[src/rtl/update_scheduler.sv]
// update_scheduler: sequences the pixel_updater. After reset it runs the
// display init cycle, sweeps all 16x16 cells with CLEAR_CODE, then drains
// a small request FIFO, one en_update per request, waiting for cmd_done.
// Optional feature: define SCHED_COALESCE_EN to merge a request into a
// queued entry for the same cell instead of taking a new slot.
module update_scheduler #(
  parameter int         FIFO_DEPTH = 8,
  parameter logic [2:0] CLEAR_CODE = 3'd0
) (
  input  logic       clk,
  input  logic       rst,
  input  logic       req_valid,
  input  logic [3:0] req_x,
  input  logic [3:0] req_y,
  input  logic [2:0] req_obj,
  output logic       req_ready,
  input  logic       cmd_done,
  output logic       init_cycle,
  output logic       en_update,
  output logic [3:0] x,
  output logic [3:0] y,
  output logic [2:0] obj_code,
  output logic       init_done,
  output logic       busy
);

  localparam int PW = $clog2(FIFO_DEPTH);
  localparam int CW = PW + 1;

  typedef enum logic [2:0] {
    INIT_ISSUE,
    INIT_WAIT,
    CLR_ISSUE,
    CLR_WAIT,
    IDLE,
    WAIT_DONE
  } state_t;

  state_t state, state_next;

  logic [3:0]    fifo_x   [FIFO_DEPTH];
  logic [3:0]    fifo_y   [FIFO_DEPTH];
  logic [2:0]    fifo_obj [FIFO_DEPTH];
  logic [PW-1:0] wr_ptr, rd_ptr;
  logic [CW-1:0] count;
  logic          full, empty, pop, push_new;

  logic [7:0] sweep_idx, sweep_next;
  logic       init_cycle_next, en_update_next, init_done_next, busy_next;
  logic [3:0] x_next, y_next;
  logic [2:0] obj_next;

  assign full  = (count == CW'(FIFO_DEPTH));
  assign empty = (count == '0);
  assign pop   = (state == IDLE) && !empty;

`ifdef SCHED_COALESCE_EN
  logic          match, push_merge;
  logic [PW-1:0] match_idx, offset;

  // Look for a queued (not yet popped) entry addressing the same cell.
  always_comb begin
    match     = 1'b0;
    match_idx = '0;
    offset    = '0;
    for (int i = 0; i < FIFO_DEPTH; i++) begin
      offset = PW'(i) - rd_ptr;
      if ((CW'(offset) < count) && !(pop && (offset == '0)) &&
          (fifo_x[i] == req_x) && (fifo_y[i] == req_y)) begin
        match     = 1'b1;
        match_idx = PW'(i);
      end
    end
  end

  assign req_ready  = (!full || match) && !rst;
  assign push_new   = req_valid && req_ready && !match;
  assign push_merge = req_valid && req_ready && match;
`else
  assign req_ready = !full && !rst;
  assign push_new  = req_valid && req_ready;
`endif

  // FIFO storage; only occupied slots are ever read, so no reset is needed.
  always_ff @(posedge clk) begin
    if (push_new) begin
      fifo_x[wr_ptr]   <= req_x;
      fifo_y[wr_ptr]   <= req_y;
      fifo_obj[wr_ptr] <= req_obj;
    end
`ifdef SCHED_COALESCE_EN
    if (push_merge) begin
      fifo_obj[match_idx] <= req_obj;
    end
`endif
  end

  // FIFO pointers and occupancy; a simultaneous push and pop leaves count unchanged.
  always_ff @(posedge clk) begin
    if (rst) begin
      wr_ptr <= '0;
      rd_ptr <= '0;
      count  <= '0;
    end else begin
      if (push_new) wr_ptr <= wr_ptr + PW'(1);
      if (pop)      rd_ptr <= rd_ptr + PW'(1);
      case ({push_new, pop})
        2'b10:   count <= count + CW'(1);
        2'b01:   count <= count - CW'(1);
        default: count <= count;
      endcase
    end
  end

  // Next-state and next-output logic; x/y/obj_code only move on a pulse.
  always_comb begin
    state_next      = state;
    init_cycle_next = 1'b0;
    en_update_next  = 1'b0;
    x_next          = x;
    y_next          = y;
    obj_next        = obj_code;
    init_done_next  = init_done;
    busy_next       = busy;
    sweep_next      = sweep_idx;
    case (state)
      INIT_ISSUE: begin
        init_cycle_next = 1'b1;
        busy_next       = 1'b1;
        state_next      = INIT_WAIT;
      end
      INIT_WAIT: begin
        if (cmd_done) begin
          sweep_next = '0;
          state_next = CLR_ISSUE;
        end
      end
      CLR_ISSUE: begin
        en_update_next = 1'b1;
        x_next         = sweep_idx[3:0];
        y_next         = sweep_idx[7:4];
        obj_next       = CLEAR_CODE;
        state_next     = CLR_WAIT;
      end
      CLR_WAIT: begin
        if (cmd_done) begin
          if (sweep_idx == 8'hFF) begin
            init_done_next = 1'b1;
            busy_next      = 1'b0;
            state_next     = IDLE;
          end else begin
            sweep_next = sweep_idx + 8'd1;
            state_next = CLR_ISSUE;
          end
        end
      end
      IDLE: begin
        if (!empty) begin
          en_update_next = 1'b1;
          x_next         = fifo_x[rd_ptr];
          y_next         = fifo_y[rd_ptr];
          obj_next       = fifo_obj[rd_ptr];
          busy_next      = 1'b1;
          state_next     = WAIT_DONE;
        end
      end
      WAIT_DONE: begin
        if (cmd_done) begin
          busy_next  = 1'b0;
          state_next = IDLE;
        end
      end
      default: state_next = INIT_ISSUE;
    endcase
  end

  // State register and registered outputs.
  always_ff @(posedge clk) begin
    if (rst) begin
      state      <= INIT_ISSUE;
      init_cycle <= 1'b0;
      en_update  <= 1'b0;
      x          <= '0;
      y          <= '0;
      obj_code   <= '0;
      init_done  <= 1'b0;
      busy       <= 1'b0;
      sweep_idx  <= '0;
    end else begin
      state      <= state_next;
      init_cycle <= init_cycle_next;
      en_update  <= en_update_next;
      x          <= x_next;
      y          <= y_next;
      obj_code   <= obj_next;
      init_done  <= init_done_next;
      busy       <= busy_next;
      sweep_idx  <= sweep_next;
    end
  end

endmodule

[config.mk]
export PLATFORM = sky130hd
export DESIGN_NAME = update_scheduler
export DESIGN_NICKNAME = d
export VERILOG_FILES = /design/src/rtl/update_scheduler.sv
export SDC_FILE = /design/constraint.sdc
export NUM_CORES = 1
export LEC_CHECK = 0
export ABC_CLOCK_PERIOD_IN_PS = 3600
export BUFFER_PORTS_ARGS = -buffer_cell sky130_fd_sc_hd__buf_2
export CELL_PAD_IN_SITES_DETAIL_PLACEMENT = 2
export CELL_PAD_IN_SITES_GLOBAL_PLACEMENT = 2
export CORE_UTILIZATION = 30
export CTS_BUF_LIST = sky130_fd_sc_hd__clkbuf_4
export DETAILED_ROUTE_END_ITERATION = 8
export PLACE_DENSITY_LB_ADDON = 0.1
export SLEW_MARGIN = 20
export SYNTH_ARGS = -nofsm -noshare
export SYNTH_HDL_FRONTEND = slang
export SYNTH_SLANG_ARGS = --single-unit
[constraint.sdc]
create_clock -name clk -period 3.6 [get_ports clk]
set_input_delay 0.36 -clock clk [delete_from_list [all_inputs] [get_ports clk]]
set_output_delay 0.36 -clock clk [all_outputs]
set_load 0.01 [all_outputs]
-- Yosys cells after proc, flatten, opt, wreduce, memory -nomap -nowiden
Memories as Yosys holds them, arrays and structs flattened. A register that Yosys moved wholly into a read port is not among the register bits.
Cells that the tools add are included.
Widths: inputs -> output; s select.
- bits in registers: 36
- bits in writable memories: 88
- input bits: 15
- word-level logic and storage cells: 85
- memories kept: 3
- add/subtract/negate cells: 5
- equal/unequal tests: 15
- multiplexer cells: 33
- reduce and logical (&&, ||, !) cells: 17
- memory list (name ; words ; width ; rd ports ; clocked after memory_dff ; write ports ; RTL line ; RTL):
    fifo_x ; 8 ; 4 ; 1 ; 1 ; 1 ; 41 ; logic [3:0] fifo_x [FIFO_DEPTH];
    fifo_y ; 8 ; 4 ; 1 ; 1 ; 1 ; 42 ; logic [3:0] fifo_y [FIFO_DEPTH];
    fifo_obj ; 8 ; 3 ; 1 ; 1 ; 1 ; 43 ; logic [2:0] fifo_obj [FIFO_DEPTH];
- operator list (operator ; number):
    $mux 3 ; 12
    $mux 8 ; 3
    $pmux 4 s2 ; 3
    $pmux 3 s6 ; 1
    $pmux 8 s2 ; 1
    $ne 2x2->1 const B ; 6
    $add 8x1->8 const B ; 1
    $eq 8x8->1 const B ; 1
    $mux 1 ; 8
    $mux 4 ; 2
    $reduce_and 4->1 ; 2
    $add 3x1->3 const B ; 2
    $eq 3x2->1 const B ; 2
    $eq 3x3->1 const B ; 2
    $pmux 3 s2 ; 1
    $reduce_bool 2->1 ; 3
    $reduce_and 5->1 ; 1
    $add 4x1->4 const B ; 1
    $eq 4x4->1 const B ; 1
    $logic_not 4->1 ; 1
    $pmux 1 s4 ; 1
    $reduce_bool 4->1 ; 1
    $sub 4x1->4 const B ; 1
    $eq 3x1->1 const B ; 1
    other kinds (8) ; 12

-- Longest topological paths before layout
- word-level depth: 6
- gate-level depth with buffers: 12

-- Worst setup path before layout
No wires, ideal clock.
- path type: reg2reg
- start point: register state[0]
- end point: register count[2]
- setup time: 0.070 ns
- arrival: 2.498 ns
- path slack: 1.032 ns
- cell stages (with the launch flop): 13
- path buffers: 2
- clock period less this slack: 2.568 ns
- path through: dfxtp_1 -> buf_6 -> or3b_1 -> clkbuf_2 -> nor2_1 -> ha_1 -> nor2b_1 -> or2_2 -> ha_1 -> a21oi_1 -> xor2_1 -> or3_1 -> a21oi_1
- longest elaborated chain between the ends: 4
- elaborated cells between the ends (all ways): 6
- RTL lines (item ; RTL line ; RTL):
    from (decl) ; 39 ; state_t state, state_next;
    from (signal assigned) ; 190 ; state <= state_next;
    $eq 3x3->1 * ; 55 ; assign pop = (state == IDLE) && !empty;
    $logic_and 1x1->1 * ; 55 ;
    net pop ; 46 ; logic full, empty, pop, push_new;
    $eq 2x1->1 or $eq 2x2->1 (tied branches) ; 107 ; case ({push_new, pop})
    $pmux 4 s2 or $reduce_bool 2->1 (tied branches) ; - ;
    to (signal assigned) ; 108 ; 2'b10: count <= count + CW'(1);
    to (signal assigned) ; 109 ; 2'b01: count <= count - CW'(1);
    to (signal assigned) ; 110 ; default: count <= count;
    to (decl) ; 45 ; logic [CW-1:0] count;
Mark *: on every way through the listed nets, which the timed path passes. The rest lies on a longest branch.
A chain may end at the register's enable or synchronous reset.

-- Final worst setup path
- start point: register count[0]
- end point: register count[2]
- longest elaborated chain between the ends: 6
- elaborated cells between the ends (all ways): 13
- RTL lines (item ; RTL line ; RTL):
    $eq 4x4->1 ; 53 ; assign full = (count == CW'(FIFO_DEPTH));
    $logic_not 1->1 ; 80 ; assign req_ready = !full && !rst;
    $logic_and 1x1->1 ; 80 ;
    $logic_and 1x1->1 ; 81 ; assign push_new = req_valid && req_ready;
    $eq 2x1->1 or $eq 2x2->1 (tied branches) ; 107 ;
    $pmux 4 s2 or $reduce_bool 2->1 (tied branches) ; - ;
Parallel ways exist; a longest one is shown, timed or not.

==> out/qor.yml <==
port_buffers: 30
grt-ovfl-total: 0
synthFlopType: "edfxtp_1"
fin_cells: 620
finalNetCount: 409
die_x_um: 133
cts_hold_buf: 0
crit_fanout: 8
r2r_cells: 11
max-vdd-ir-drop_mv: 0.239
final-setup-viol-count: 0
fin_crit_sh: 0.821
rsz0062_at_grt: "no"
worstSetupEndpointType: "register"
clockBufferDepth: 2
p_per_area_nw_per_um2: 440
leakage_nw: 1.94
timing.rr.end: "count[2]"
cts.sinks: 127
seq_area_um2: 3420
cpLargestDelayFamily: "simple AND/OR/NAND/NOR gates"
drive_above_1_share: 0.268
placed_cell_area_um2: 5610
min_to: "state[0]"
final_cell_area_um2: 5860
min_period_ns: 2.95
fillers: 1735
grt_max_degree: 44
gp_congestion: 0.703
place_hpwl_um: 7640
grt_pass1_vias: 3375
maxSlewHeadroom: 0.290
yosys-top-cells-area: "edfxtp_1, dfxtp_1, mux4_2"
total_power_mw: 2.58
regToRegSetupSlack_ns: 0.65
syn-num-nets: 366
synthDistinctLibCells: 55
pwr-share-seq: 0.617
yosys_warnings: 0
internal_power_mw: 1.95
slowest_delay_ns: 0.49
critPathSlowestCell: "dfxtp_1"
syn_avg_cell_area_um2: 15.0
cts-htree-levels: 4
skew_ns: 0.0122
crit_buf_inv: 1
post_cts_buffers: 0
start_util: 0.310
grt_pass1_wl_um: 19000
worstPathRequired_ns: 4.06
netlist_top_cells_count: "edfxtp_1, dfxtp_1, mux4_2"
drt_wl_total_um: 11900
drtIter0Drc: 134
hold_start: "cmd_done"
antenna_found_initial: 1
synth_top_area_frac: 0.511
hold_viol_final: 0
cp-start-kind: "register"
fp-row-count: 47
io_pins: 31
cts_tree: "done"
ant_nets: 0
cp_data_arrival_time_ns: 3.41
combPwrFrac: 0.038
dieArea_um2: 17800
avgRoutedWirePerCell_um: 19.2
syn_to_final_growth_pct: 13.2
synth_top_area_cell: "edfxtp_1"
p_sw_mw: 0.627
place_ws_ns: 0.636
clk_pin_slew_ns: 0.11
grt_use_total: 0.146
post_cts_resized: 0
synth_cells: 345
die_h_um: 133
hold_class: "input pin to register"
place_inst: 589
core_area_um2: 16700
worstPathCellList: "nor4b_1 -> nor3b_1 -> inv_1 -> ha_1 -> nor2b_1 -> or2_2 -> ha_1 -> a21oi_1 -> xor2_1 -> or3_1 -> a21oi_1"
synth.cell_area_um2: 5170
path_class: "register to register"
synth_most_common_cell: "edfxtp_1"
holdPathStages: 2
max_freq_mhz: 338
ys_seq_elements: 127
first_pass_iters: 4
synth_seq_area_share: 0.662
via_per_inst: 4.89
postSynth.asyncResetShare: 0
cap_violations: 0
cts_made_buffers: 17
setup_ws_ns: 0.645
synth_edf_count: 88
p_clk_frac: 0.344
worst_slew_pin_slew_ns: 1.06
maxSlewViolCount: 0
drcViolationCount: 0
setup_tns_ns: 0
switching_share: 0.243
r2r-start: "count[0]"
vias: 3029
clkLatencyLatePin_ns: 0.53
cts_root_buf: "clkbuf_4"
multi_input_area_um2: 1640
run_status: "completed"
kinds of logic (layout without fill, tap and decap cells):
logic type      Yosys count  in the layout  share of synthesized area
buf+inv                  25             79                     0.0232
xor+xnor                  5              5                    0.00846
compound gates           56             56                     0.0723
mux                      36             36                      0.125
simple gates             90             90                     0.0953
fa+ha+maj                 6              6                     0.0145
flops                   127            127                      0.662
other cells               0              1                          0
power groups by stage:
stage / Clock (mW) / Combinational, mW / Sequential, mW
after floorplan: 0 / 0.0586 / 1.62
after global placement: 0 / 0.0991 / 1.62
after detailed placement: 0 / 0.102 / 1.62
after CTS: 0.933 / 0.102 / 1.59
after global routing: 0.986 / 0.111 / 1.59
final: 0.887 / 0.0982 / 1.59
state kept, by name (all words and copies together) (netlist names), 3 cells and up, named ones only:
register	flops
wr_ptr	3
y	4
x	4
sweep_idx	8
fifo_x	32
count	4
rd_ptr	3
obj_code	3
fifo_y	32
fifo_obj	24
state	3
worst reg2reg max path, stage by stage (launching register included):
cell and delay, ns:
dfxtp_1 0.49, nor4b_1 0.14, nor3b_1 0.49, inv_1 0.15, ha_1 0.26, nor2b_1 0.16
or2_2 0.31, ha_1 0.18, a21oi_1 0.16, xor2_1 0.10, or3_1 0.31, a21oi_1 0.15
per-stage QoR:
stage / hold WS (ns) / utilization
detailed placement: 0.448 / 0.336
finish: 0.0558 / 0.351
CTS: 0.00429 / 0.350
floorplan: 0.459 / -
global placement: 0.436 / 0.336
global route: 0.0273 / 0.351
worst max-delay path by stage:
stage             start  endpoint  cells past startpoint
4_1_cts        count[0]  count[2]                     11
3_3_place_gp   count[0]  count[2]                     11
3_5_place_dp   count[0]  count[2]                     10
6_report       count[0]  count[2]                     11
5_1_grt        count[0]  count[2]                     11
2_1_floorplan  state[0]  count[2]                     12
cell type report:
class	instances	area share
sequential	127	0.585
multi-input combinational	193	0.280
tap	220	0.0470
timing repair buffer	42	0.0410
clock buffer	17	0.0218
clock inverter	13	0.0203
inverter	7	0.00449
antenna	1	0.000427
per-layer routing:
layer | vias up | global-route usage | part of all wire
met5 | - | 0 | 0
met4 | 0 | 0.0587 | 0.016
met3 | 11 | 0.0358 | 0.035
met2 | 46 | 0.242 | 0.51
met1 | 1542 | 0.181 | 0.44
li1 | 1430 | - | -
cells in the final DEF (no fill, tap or decap), types with 4 or more instances in the layout:
cell      count
clkinv_4      4
nand2b_1     10
or2b_1        4
buf_2        30
ha_1          6
o211ai_1      7
mux2i_1       6
inv_1         7
edfxtp_1     88
buf_4        12
nor2_1       19
mux4_2       22
clkbuf_4     17
a21oi_1      19
o21ai_0       6
nand2_1      20
nand3_1       4
mux2_2        8
dfxtp_1      39
No activity file was read; power rests on OpenSTA's default activity.
